File: src/rtl/vnu_control_unit_pkg.sv
`default_nettype none
// ============================================================================
// Module      : vnu_control_unit_pkg
// Description : Shared decoder definitions: CNU/VNU controller defaults,
//               VNU control FSM state encodings and width helpers.
// Revision    : 1.0 - initial release
// ============================================================================
package vnu_control_unit_pkg;

    // CNU controller defaults
    localparam int CNU_LAYER_NUM_DEF        = 3;
    localparam int CNU_PIPELINE_LEVEL_DEF   = 4;
    localparam int CNU_MEM_WR_LEVEL_DEF     = 1;

    // VNU controller defaults
    localparam int VNU_LAYER_NUM_DEF        = 3;
    localparam int VNU_MAX_ITER_DEF         = 8;
    localparam int VNU_MEM_RD_LEVEL_DEF     = 2;
    localparam int VNU_PIPELINE_LEVEL_DEF   = 3;
    localparam int VNU_IB_LOAD_CYCLE_DEF    = 4;

    localparam logic [2:0] VNU_ST_IDLE      = 3'd0;
    localparam logic [2:0] VNU_ST_C2V_FETCH = 3'd1;
    localparam logic [2:0] VNU_ST_VNU_PIPE  = 3'd2;
    localparam logic [2:0] VNU_ST_V2C_WB    = 3'd3;
    localparam logic [2:0] VNU_ST_LAYER_END = 3'd4;
    localparam logic [2:0] VNU_ST_IB_UPDATE = 3'd5;
    localparam logic [2:0] VNU_ST_DONE      = 3'd6;

    // Bits needed to hold 0..n-1, never less than one
    function automatic int idx_w(input int n);
        return (n > 1) ? $clog2(n) : 1;
    endfunction

    function automatic int max3(input int a, input int b, input int c);
        int m;
        m = (a > b) ? a : b;
        return (m > c) ? m : c;
    endfunction

endpackage
`default_nettype wire

File: src/rtl/vnu_stage_timer.sv
`default_nettype none
// ============================================================================
// Module      : vnu_stage_timer
// Description : Loadable down-counter; done is high while the count is zero.
// Revision    : 1.0 - initial release
// ============================================================================
module vnu_stage_timer #(
    parameter int WIDTH = 2
) (
    input  logic             read_clk,
    input  logic             rstn,
    input  logic             clear,
    input  logic             load,
    input  logic [WIDTH-1:0] load_val,
    input  logic             dec,
    output logic             done
);

    logic [WIDTH-1:0] r_count;

    always_ff @(posedge read_clk or negedge rstn) begin
        if (!rstn) begin
            r_count <= '0;
        end else if (clear) begin
            r_count <= '0;
        end else if (load) begin
            r_count <= load_val;
        end else if (dec && (r_count != '0)) begin
            r_count <= r_count - 1'b1;
        end
    end

    assign done = (r_count == '0);

endmodule
`default_nettype wire

File: src/rtl/vnu_control_unit.sv
`default_nettype none
// ============================================================================
// Module      : vnu_control_unit
// Description : Layered-decoder VNU control FSM sequencing C2V fetch, VNU
//               pipeline, V2C write-back, layer/iteration bookkeeping.
// Revision    : 1.0 - initial release
// ============================================================================
module vnu_control_unit
    import vnu_control_unit_pkg::*;
#(
    parameter int LAYER_NUM          = VNU_LAYER_NUM_DEF,
    parameter int MAX_ITER           = VNU_MAX_ITER_DEF,
    parameter int MEM_RD_LEVEL       = VNU_MEM_RD_LEVEL_DEF,
    parameter int VNU_PIPELINE_LEVEL = VNU_PIPELINE_LEVEL_DEF,
    parameter int IB_LOAD_CYCLE      = VNU_IB_LOAD_CYCLE_DEF
) (
    input  logic                          read_clk,
    input  logic                          rstn,
    input  logic                          fsm_en,
    input  logic                          c2v_mem_we,
    input  logic                          syndrome_ok,
    output logic                          c2v_rd,
    output logic                          vnu_en,
    output logic                          v2c_mem_we,
    output logic                          layer_finish,
    output logic                          vnu_update_pend,
    output logic                          termination,
    output logic [idx_w(LAYER_NUM)-1:0]   layer_idx,
    output logic [idx_w(MAX_ITER)-1:0]    iter_idx,
    output logic                          c2v_overrun,
    output logic [2:0]                    state
);

    localparam int LAYER_W = idx_w(LAYER_NUM);
    localparam int ITER_W  = idx_w(MAX_ITER);
    localparam int TMR_W   = idx_w(max3(MEM_RD_LEVEL, VNU_PIPELINE_LEVEL, IB_LOAD_CYCLE));

    localparam logic [LAYER_W-1:0] C_LAST_LAYER = LAYER_W'(LAYER_NUM - 1);
    localparam logic [ITER_W-1:0]  C_LAST_ITER  = ITER_W'(MAX_ITER - 1);
    localparam logic [TMR_W-1:0]   C_RD_LOAD    = TMR_W'(MEM_RD_LEVEL - 1);
    localparam logic [TMR_W-1:0]   C_PIPE_LOAD  = TMR_W'(VNU_PIPELINE_LEVEL - 1);
    localparam logic [TMR_W-1:0]   C_IB_LOAD    = TMR_W'(IB_LOAD_CYCLE - 1);

    logic [2:0]         r_state;
    logic [LAYER_W-1:0] r_layer;
    logic [ITER_W-1:0]  r_iter;
    logic               r_overrun;

    logic [2:0]         w_state_nxt;
    logic [LAYER_W-1:0] w_layer_nxt;
    logic [ITER_W-1:0]  w_iter_nxt;
    logic               w_tmr_clear;
    logic               w_tmr_load;
    logic [TMR_W-1:0]   w_tmr_val;
    logic               w_tmr_dec;
    logic               w_tmr_done;

    // One timer serves every multi-cycle stage; it is reloaded on each entry
    vnu_stage_timer #(
        .WIDTH    (TMR_W)
    ) u_stage_timer (
        .read_clk (read_clk),
        .rstn     (rstn),
        .clear    (w_tmr_clear),
        .load     (w_tmr_load),
        .load_val (w_tmr_val),
        .dec      (w_tmr_dec),
        .done     (w_tmr_done)
    );

    always_comb begin
        w_state_nxt = r_state;
        w_layer_nxt = r_layer;
        w_iter_nxt  = r_iter;
        w_tmr_clear = 1'b0;
        w_tmr_load  = 1'b0;
        w_tmr_val   = '0;
        w_tmr_dec   = 1'b0;

        case (r_state)
            VNU_ST_IDLE: begin
                if (c2v_mem_we) begin
                    w_state_nxt = VNU_ST_C2V_FETCH;
                    w_tmr_load  = 1'b1;
                    w_tmr_val   = C_RD_LOAD;
                end
            end
            VNU_ST_C2V_FETCH: begin
                if (w_tmr_done) begin
                    w_state_nxt = VNU_ST_VNU_PIPE;
                    w_tmr_load  = 1'b1;
                    w_tmr_val   = C_PIPE_LOAD;
                end else begin
                    w_tmr_dec   = 1'b1;
                end
            end
            VNU_ST_VNU_PIPE: begin
                if (w_tmr_done) begin
                    w_state_nxt = VNU_ST_V2C_WB;
                end else begin
                    w_tmr_dec   = 1'b1;
                end
            end
            VNU_ST_V2C_WB: begin
                w_state_nxt = VNU_ST_LAYER_END;
            end
            VNU_ST_LAYER_END: begin
                if (r_layer != C_LAST_LAYER) begin
                    w_layer_nxt = r_layer + 1'b1;
                    w_state_nxt = VNU_ST_IDLE;
                end else if (syndrome_ok || (r_iter == C_LAST_ITER)) begin
                    w_state_nxt = VNU_ST_DONE;
                end else begin
                    w_layer_nxt = '0;
                    w_iter_nxt  = r_iter + 1'b1;
                    w_state_nxt = VNU_ST_IB_UPDATE;
                    w_tmr_load  = 1'b1;
                    w_tmr_val   = C_IB_LOAD;
                end
            end
            VNU_ST_IB_UPDATE: begin
                if (w_tmr_done) begin
                    w_state_nxt = VNU_ST_IDLE;
                end else begin
                    w_tmr_dec   = 1'b1;
                end
            end
            VNU_ST_DONE: begin
                w_layer_nxt = '0;
                w_iter_nxt  = '0;
                w_state_nxt = VNU_ST_IDLE;
            end
            default: begin
                w_state_nxt = VNU_ST_IDLE;
            end
        endcase

        // Disable overrides every transition computed above
        if (!fsm_en) begin
            w_state_nxt = VNU_ST_IDLE;
            w_layer_nxt = '0;
            w_iter_nxt  = '0;
            w_tmr_clear = 1'b1;
            w_tmr_load  = 1'b0;
            w_tmr_dec   = 1'b0;
        end
    end

    always_ff @(posedge read_clk or negedge rstn) begin
        if (!rstn) begin
            r_state   <= VNU_ST_IDLE;
            r_layer   <= '0;
            r_iter    <= '0;
            r_overrun <= 1'b0;
        end else begin
            r_state <= w_state_nxt;
            r_layer <= w_layer_nxt;
            r_iter  <= w_iter_nxt;
            if (!fsm_en) begin
                r_overrun <= 1'b0;
            end else if (c2v_mem_we && (r_state != VNU_ST_IDLE)) begin
                r_overrun <= 1'b1;
            end
        end
    end

    assign c2v_rd          = (r_state == VNU_ST_C2V_FETCH);
    assign vnu_en          = (r_state == VNU_ST_VNU_PIPE);
    assign v2c_mem_we      = (r_state == VNU_ST_V2C_WB);
    assign layer_finish    = (r_state == VNU_ST_LAYER_END);
    assign vnu_update_pend = (r_state == VNU_ST_IB_UPDATE);
    assign termination     = (r_state == VNU_ST_DONE);
    assign layer_idx       = r_layer;
    assign iter_idx        = r_iter;
    assign c2v_overrun     = r_overrun;
    assign state           = r_state;

endmodule
`default_nettype wire

File: config.mk
export PLATFORM = sky130hd
export DESIGN_NAME = vnu_control_unit
export DESIGN_NICKNAME = d
export VERILOG_FILES = /design/src/rtl/vnu_control_unit_pkg.sv /design/src/rtl/vnu_stage_timer.sv /design/src/rtl/vnu_control_unit.sv
export SDC_FILE = /design/constraint.sdc
export NUM_CORES = 1
export LEC_CHECK = 0
export ABC_AREA = 1
export CAP_MARGIN = 40
export CORE_ASPECT_RATIO = 0.8
export CORE_MARGIN = 5
export CORE_UTILIZATION = 46
export CTS_CLUSTER_SIZE = 25
export DETAILED_ROUTE_END_ITERATION = 7
export HOLD_SLACK_MARGIN = 0.05
export PLACE_DENSITY = 0.76
export SETUP_SLACK_MARGIN = 0.4
export SLEW_MARGIN = 20
export SYNTH_ARGS = -nofsm -noshare
export SYNTH_HDL_FRONTEND = slang
export SYNTH_SLANG_ARGS = --single-unit
File: constraint.sdc
create_clock -name read_clk -period 1.74 [get_ports read_clk]
set_input_delay 0.261 -clock read_clk [delete_from_list [all_inputs] [get_ports read_clk]]
set_output_delay 0.261 -clock read_clk [all_outputs]
set_load 0.05 [all_outputs]
# --- Yosys cells after proc, flatten, opt, wreduce, memory -nomap -nowiden ---
# Cells that the tools add are included.
classes:
  reduce_logical: 11
  n_addsub: 3
  n_eq_ne: 18
  mux: 35
op_table:
  columns: ["op", "n"]
  rows:
  - ["$mux W3", 9]
  - ["$mux W2", 10]
  - ["$pmux W3 S6", 1]
  - ["$eq A3 B3 Y1 const B", 4]
  - ["$mux W1", 11]
  - ["$ne A3 B2 Y1 const B", 3]
  - ["$ne A3 B3 Y1 const B", 3]
  - ["$eq A3 B2 Y1 const B", 2]
  - ["$ne A3 B1 Y1 const B", 2]
  - ["$pmux W2 S3", 1]
  - ["$pmux W3 S2", 1]
  - ["$ne A4 B4 Y1 const B", 1]
  - ["$pmux W2 S2", 1]
  - ["$reduce_and A4 Y1", 1]
  - ["$add A3 B1 Y3 const B", 1]
  - ["$eq A3 B1 Y1 const B", 1]
  - ["$logic_not A3 Y1", 1]
  - ["$pmux W1 S3", 1]
  - ["$reduce_and A3 Y1", 1]
  - ["$reduce_bool A3 Y1", 1]
  - ["$reduce_or A3 Y1", 1]
  - ["$add A2 B1 Y2 const B", 1]
  - ["$logic_and A1 B1 Y1", 2]
  - ["$logic_not A2 Y1", 1]
  - ["6 further kinds", 6]
totals:
  wordCells: 72
  register_bits: 11
  output_inout_bits: 15

# --- Logic depth before layout (Yosys ltp) ---
# Gate-level depths: netlist (run 1).
logic_depth:
  depth_word: 8
  depth_mapped: 11
  ltp_nobuf: 11

# --- Cells and area by module ---
# Synthesis (run 1) repeated with hierarchy kept, for this count alone.
hier_totals:
  hier_cells: 117
  area_unflattened_um2: 759.5
modules_own_cells:
  columns: ["module", "seq_area_each_um2", "area_per_inst_um2", "instances", "cells_each"]
  rows:
  - ["vnu_control_unit", 225.2, 623.1, 1, 97]
  - ["vnu_stage_timer", 50.0, 136.4, 1, 20]

# --- Worst setup path before layout (run 1) ---
# No wires, ideal clock.
synth_path:
  path_kind: "register to register"
  start: "reg r_state[1] (netlist: state[1])"
  end: "reg r_state[2] (netlist: state[2])"
  path_stages_with_launch: 5
  setup_ns: 0.085
  t_required_ns: 1.655
  path_buffers: 0
  period_less_slack_ns: 2.346
  slack_ns: -0.606
  t_arrival_ns: 2.262
  cell_sequence: "dfrtp_1 > inv_2 > nor3_1 > a21oi_1 > o22ai_1"
synth_between:
  elab_chain_len: 3
  word_cells_on_any_way: 13
  classes_between: "eq/ne: 9; mux: 2; reduce/logical: 2"
synth_lines:
  columns: ["element", "line", "rtl"]
  rows:
  - ["start: declaration", "vnu_control_unit.sv:44", "logic [2:0] r_state;"]
  - ["start signal: assignment", "vnu_control_unit.sv:156", "r_state <= w_state_nxt;"]
  - ["$eq A3 B2 Y1", null, null]
  - ["via v2c_mem_we", "vnu_control_unit.sv:24", "output logic v2c_mem_we,"]
  - ["$pmux W3 S6", "vnu_control_unit.sv:80", "case (r_state)"]
  - ["$mux W3", "vnu_control_unit.sv:139", "if (!fsm_en) begin"]
# The timed path passes the listed nets, and every way through them passes these cells.
# A chain may end at the register's enable or synchronous reset.

# --- Final worst setup path (run 1) ---
layout_path:
  start: "reg r_state[2] (netlist: state[2])"
  end: "out c2v_rd"
layout_between:
  elab_chain_len: 1
layout_lines:
  columns: ["element", "line", "rtl"]
  rows:
  - ["$eq A3 B1 Y1", "vnu_control_unit.sv:167", "assign c2v_rd = (r_state == VNU_ST_C2V_FETCH);"]
  - ["end: declaration", "vnu_control_unit.sv:22", "output logic c2v_rd,"]
# Every way passes these cells.

==> impl_results.md, run 1 <==
- DR WL/cell: 12.9 um
- Setup Total Neg Slack: 0 ps
- IO Pins: 20
- Root buffer cell: clkbuf_4
- Pwr Density: 1360 mW/mm^2
- Seq. cell area: 284 sq um
- Area growth, synth to finish: 64.3%
- GRT Total Usage: 17.6%
- Min Tclk post-route: 1530 ps
- Initial antenna violation count: 0
- Crit. End Element: output port
- Least-Margin Pin Slew: 523 ps
- Placed Area: 0.00106 sq mm
- Core area: 0.00159 sq mm
- Vias: 783
- Slew Limit Headroom: 65.0%
- Clock-pin slew of the registers on the worst-case setup and hold paths: 80 ps
- TritonCTS clock tree: yes
- Clk_lat worst skew: 280 ps
- Post-synthesis net count: 108
- Mapped Avg Cell Area: 7.53 sq um
- Hold WS: 325 ps
- Final Cycle Share: 87.6%
- Status: finished, final reports clean
- Largest area contributor in the netlist: dfrtp_1
- First-pass GRT wire length: 3500 um
- Residual DRC count: 0
- Fin. Hold Viols: 0
- Critical Path Fanout Max: 5
- Leak Pwr: 0.568 nW
- Die Ht: 46.2 um
- Layout cell share with drive strength beyond 1: 47.8%
- CP required: 1480 ps
- CTS Sinks: 11
- Synth cell types: 22
- EDFF count, synth: 0
- Total gr overflow: 0
- RSZ-0062 raised after global routing: yes
- Slew Limit Fails: 0
- Number of maximum-capacitance violations: 0
- Top-area cell type share of the netlist area: 36.5%
- Hold crit path type: in2async
- FMAX: 0.656 GHz
- # diodes: 0
- Final Cell Area: 0.00124 sq mm
- FFs w/ async S/R, synth: 100%
- Crit Path Class: reg2out
- Vias per inst: 5.02
- CTS H-Tree Depth: 1
- Cell with the most instances after synthesis: nand2_1
- Peak VDD IR: 0.000803 V
- Yosys synthesis warning count: 0
- Synth Register Bits: 11
- Nets@finish: 143
- # setup viols final: 0
- FP Rows: 13
- Arr. time, crit path: 1260 ps
- TritonRoute pass-1 iters: 4
- Type of origin of the critical path: flip-flop
- Overall routed net length: 2010 um
- Largest net degree at the start of global routing: 12
- Routability Congestion: 0.821
- Routed Antenna Nets: 0
- DR iter-0 viols: 43
- Ys flop type: dfrtp_1
- Footprint of the multi-input gates: 482 sq um
- Vias in the first global route: 776
- Total CTS buffers: 3
- PortBufs: 19
- DIE WIDTH: 55.2 um
- Post-synth top cells: 22 x nand2_1, 16 x inv_1, 11 x dfrtp_1, 8 x nand3_1, 6 x o21ai_0
- Fin Clk Skew: 13.8 ps
- Area contributors post-synth: dfrtp_1 37%, nand2_1 11%, inv_1 8.0%, nand3_1 5.3%, ha_1 5.0%
- Final HPWL DP: 1450 um
- Clock tree buffer depth: 2
- Register area share after synthesis: 36.5%
- FILL cells: 116
- Post-Synthesis Cells: 100
- Die area: 0.00255 sq mm
- Syn Std Cell Area: 753 sq um
- Cts hold-fix bufs: 0
- Initial core utilization: 47.3%
metal layers:
metal | track usage [%] | wire [um] | up-vias
met1 | 21.1 | 894 | 351
met2 | 31.6 | 950 | 35
met5 | 0 | 0 | -
met3 | 5.32 | 155 | 4
li1 | - | - | 393
met4 | 4.37 | 13 | 0
report_power, final:
part,leakage [nW],switching [mW],internal [mW]
logic,0.415,0.683,0.419
registers,0.139,0.0789,0.322
clock network,0.0150,0.0882,0.0888
total,0.568,0.850,0.829
cell families after synthesis:
logic type,share of synthesized area [%]
and+or+nand+nor,38.4
adders and majority gates,4.98
DFF,36.5
AOI/OAI and AO/OA,9.64
buffers and inverters,10.5
per-stage QoR:
step | util (%) | total power, mW | setup WS (ps) | std cells
after floorplan | - | 1.10 | 137 | 100
after global placement | 66.8 | 1.38 | 252 | 141
after detailed placement | 66.8 | 1.40 | 229 | 141
after CTS | 76.3 | 1.67 | 236 | 156
after global routing | 77.6 | 1.79 | 163 | 156
final | 77.6 | 1.68 | 215 | 156
layout make-up:
cell class	instances	share of cell area (%)
multi-input combinational	69	38.9
timing repair buffer	31	26.3
sequential	11	23.0
inverter	19	7.48
tap	22	2.22
clock buffer	4	2.12
state kept, by name, indices dropped and copies added, names as in the netlist:
register / count
layer_idx: 2
c2v_overrun: 1
state: 3
iter_idx: 3
u_stage_timer.r_count: 2
worst max-delay path, stage by stage (launching register included):
cell and delay, ps:
dfrtp_4 540, inv_6 90, nand3_2 110, clkinvlp_4 110, buf_12 130
worst paths after layout:
path | slack [ps] | start | cells after the start | to
max in group asynchronous | 1020 | rstn | 1 | iter_idx[1]$_DFFE_PN0P_
worst min register to register | 500 | u_stage_timer.r_count[1]$_DFFE_PN0P_ | 2 | u_stage_timer.r_count[1]$_DFFE_PN0P_
worst min-delay path | 330 | rstn | 1 | u_stage_timer.r_count[0]$_DFFE_PN0P_
worst max register to register | 250 | state[2]$_DFFE_PN0P_ | 10 | u_stage_timer.r_count[1]$_DFFE_PN0P_
worst max-delay path | 210 | state[2]$_DFFE_PN0P_ | 4 | c2v_rd
min in group read_clk | 500 | u_stage_timer.r_count[1]$_DFFE_PN0P_ | 2 | u_stage_timer.r_count[1]$_DFFE_PN0P_
placed cells by master (no fill, tap or decap), types with 2 or more instances in the layout:
cell,count
a21oi_1,2
clkdlybuf4s50_1,4
nand2_2,4
nor2_4,4
buf_6,2
nand3_1,6
nand2_4,2
nor2_2,2
o21ai_1,6
nand4_1,4
buf_12,6
dfrtp_2,4
inv_4,2
inv_1,12
dfrtp_1,6
ha_4,2
clkinvlp_4,3
o21ai_0,2
buf_4,19
clkbuf_4,3
nand2_1,20
nor2_1,2
nand3_2,4
nor3_1,2
timing repair:
action | in CTS | in global routing
endpoints found under the setup margin | 16 | 16
gates resized for setup | 10 | 5
buffers inserted | 11 | 0
pin swaps | 5 | 4
Power figures use the tool's default switching activity.
==> run 2: changes to the inputs <==
- CORE_ASPECT_RATIO: 0.8 -> default
- CORE_UTILIZATION: 46 -> 47
- CTS_CLUSTER_SIZE: 25 -> 14
- DONT_BUFFER_PORTS: default -> 1
- PLACE_DENSITY: 0.76 -> default
==> impl_results.md, run 2 (synthesis gave the netlist of run 1 again) <==
- Status: finished, final reports clean
- R2r startpoint: state[2]$_DFFE_PN0P_
- Vias in the first global route: 730 (-5.9%)
- Hold crit path type: in2reg
- # diodes: 0 (unchanged)
- Total gr overflow: 0 (unchanged)
- Nets@finish: 133 (-7.0%)
- R2R Setup Slk: 190 ps (-60 ps)
- Vias per inst: 5.43 (+8.2%)
- CTS H-Tree Depth: 1 (unchanged)
- TritonRoute pass-1 iters: 4 (unchanged)
- Die Ht: 50.0 um (+8.3%)
- FF-to-FF End: u_stage_timer.r_count[1]$_DFFE_PN0P_
- Total CTS buffers: 3 (unchanged)
- Crit. End Element: output port
- Residual DRC count: 0 (unchanged)
- Routed Antenna Nets: 0 (unchanged)
- Clock tree buffer depth: 2 (unchanged)
- Final Total Pwr: 1.67 mW (-0.47%)
- DIE WIDTH: 50.0 um (-9.4%)
- Least-Margin Pin Slew: 555 ps (+31.9 ps)
- Pre-CTS setup slack: 230 ps (+1.47 ps)
- Fin Clk Skew: 0.555 ps (-13.3 ps)
- Hold endpoint: state[1]$_DFFE_PN0P_
- Clock-pin slew of the registers on the worst-case setup and hold paths: 70 ps (about the same)
- FMAX: 0.631 GHz (-3.7%)
- Root buffer cell: clkbuf_4
- Most common cell after layout, fill and taps aside: nand2_1
- Overall routed net length: 2120 um (+5.0%)
- DR WL/cell: 15.1 um (+17%)
- Initial antenna violation count: 0 (unchanged)
- Final HPWL DP: 1400 um (-3.5%)
- Largest net degree at the start of global routing: 12 (unchanged)
- Slew Limit Fails: 0 (unchanged)
- Area growth, synth to finish: 54.3%
- PortBufs: 0 (-19)
- Pwr Density: 1440 mW/mm^2 (+6.0%)
- Setup Total Neg Slack: 0 ps (unchanged)
- Peak VDD IR: 0.00104 V (+29%)
- Core area: 0.00151 sq mm (-5.5%)
- Worst setup path start: state[2]$_DFFE_PN0P_
- Initial core utilization: 50.0% (+2.7 points)
- Min Tclk post-route: 1580 ps (+59.0 ps)
- Die area: 0.00250 sq mm (-1.9%)
- Final Cycle Share: 91.0% (+3.4 points)
- CP required: 1480 ps (about the same)
- Min-Delay Path Depth: 2
- Critical Path Fanout Max: 6 (+1)
- Slew Limit Headroom: 62.9% (-2.1 points)
- # setup viols final: 0 (unchanged)
- Layout cell share with drive strength beyond 1: 52.4% (+4.7 points)
- DR iter-0 viols: 16 (-63%)
- Type of origin of the critical path: flip-flop
- Routability Congestion: 0.852 (+3.7%)
- TritonCTS clock tree: yes
- Leak Pwr: 0.534 nW (-6.1%)
- Fin. Hold Viols: 0 (unchanged)
- R2r worst-path depth: 7 (-3)
- First-pass GRT wire length: 3480 um (-0.40%)
- RSZ-0062 raised after global routing: yes
- Hold path start: fsm_en
- CTS Sinks: 11 (unchanged)
- Crit Path Class: reg2out
- Setup ws final: 156 ps (-59.0 ps)
- IO Pins: 20 (unchanged)
- Arr. time, crit path: 1320 ps (+60 ps)
- Clk_lat worst skew: 270 ps (about the same)
- GRT Total Usage: 18.1% (+0.51 points)
- Vias: 760 (-2.9%)
- Number of maximum-capacitance violations: 0 (unchanged)
- Most frequent cells in the layout: 17 x nand2_1, 14 x buf_4, 12 x inv_1
- FP Rows: 14 (+1)
run 2: cell count changes in the layout (fill, tap and decap cells not counted), sizes merged:
cell | previous run | this run
dlygate4sd3 | 0 | 1
buf | 27 | 20
clkdlybuf4s50 | 4 | 0
run 2: worst max path at each step:
stage,to,cells after the start
4_1_cts,vnu_en,3
6_report,vnu_en,3
3_3_place_gp,state[0]$_DFFE_PN0P_,8
5_1_grt,c2v_rd,3
2_1_floorplan,layer_idx[0]$_DFFE_PN0P_,8
3_5_place_dp,state[0]$_DFFE_PN0P_,8
run 2: cell type report:
| cell class | instances | area, sq um |
|---|---|---|
| fillers | 105 | 344 |
| clock buffers | 4 | 26.3 |
| inverters | 19 | 95.1 |
| multi-input cells | 69 | 546 |
| repair buffers | 21 | 191 |
| well taps | 16 | 20.0 |
| flip-flops and latches | 11 | 284 |
run 2: per-layer routing:
layer | part of all wire [%] | up-vias | track usage [%] | wire (um)
met4 | 0.90 | 0 | 6.55 | 19
li1 | - | 375 | - | -
met1 | 42 | 357 | 23.5 | 883
met3 | 6.5 | 4 | 4.52 | 137
met2 | 51 | 24 | 28.7 | 1070
met5 | 0 | - | 0 | 0
run 2: critical path: stages, from the launching register on:
cell and delay, ps:
dfrtp_4 620, inv_8 130, nand3_4 80, clkinvlp_4 210
run 2: repair_timing:
action | CTS | global route
hold buffers | 1 | 0
cloned | 0 | 0
endpoints found under the hold margin | 11 | 0
setup endpoints to repair | 16 | 18
gates resized for setup | 26 | 6
setup buffers | 11 | 0
pin swaps | 9 | 6
run 2: where the power goes:
part / leakage (nW) / internal [mW] / switching [mW]
registers: 0.139 / 0.321 / 0.131
logic: 0.380 / 0.375 / 0.661
clock network: 0.0150 / 0.0889 / 0.0955
total: 0.534 / 0.784 / 0.887
run 2: through the flow:
| stage | cells | cell area (sq um) | hold WS (ps) | utilization [%] |
|---|---|---|---|---|
| finish | 140 | 1160 | 112 | 77.2 |
| global route | 140 | 1160 | 112 | 77.2 |
| CTS | 140 | 1140 | 108 | 75.6 |
| detailed placement | 124 | 890 | -34.3 | 59.1 |
| global placement | 124 | 890 | -34.3 | 59.1 |
| floorplan | 100 | 810 | -34.6 | - |
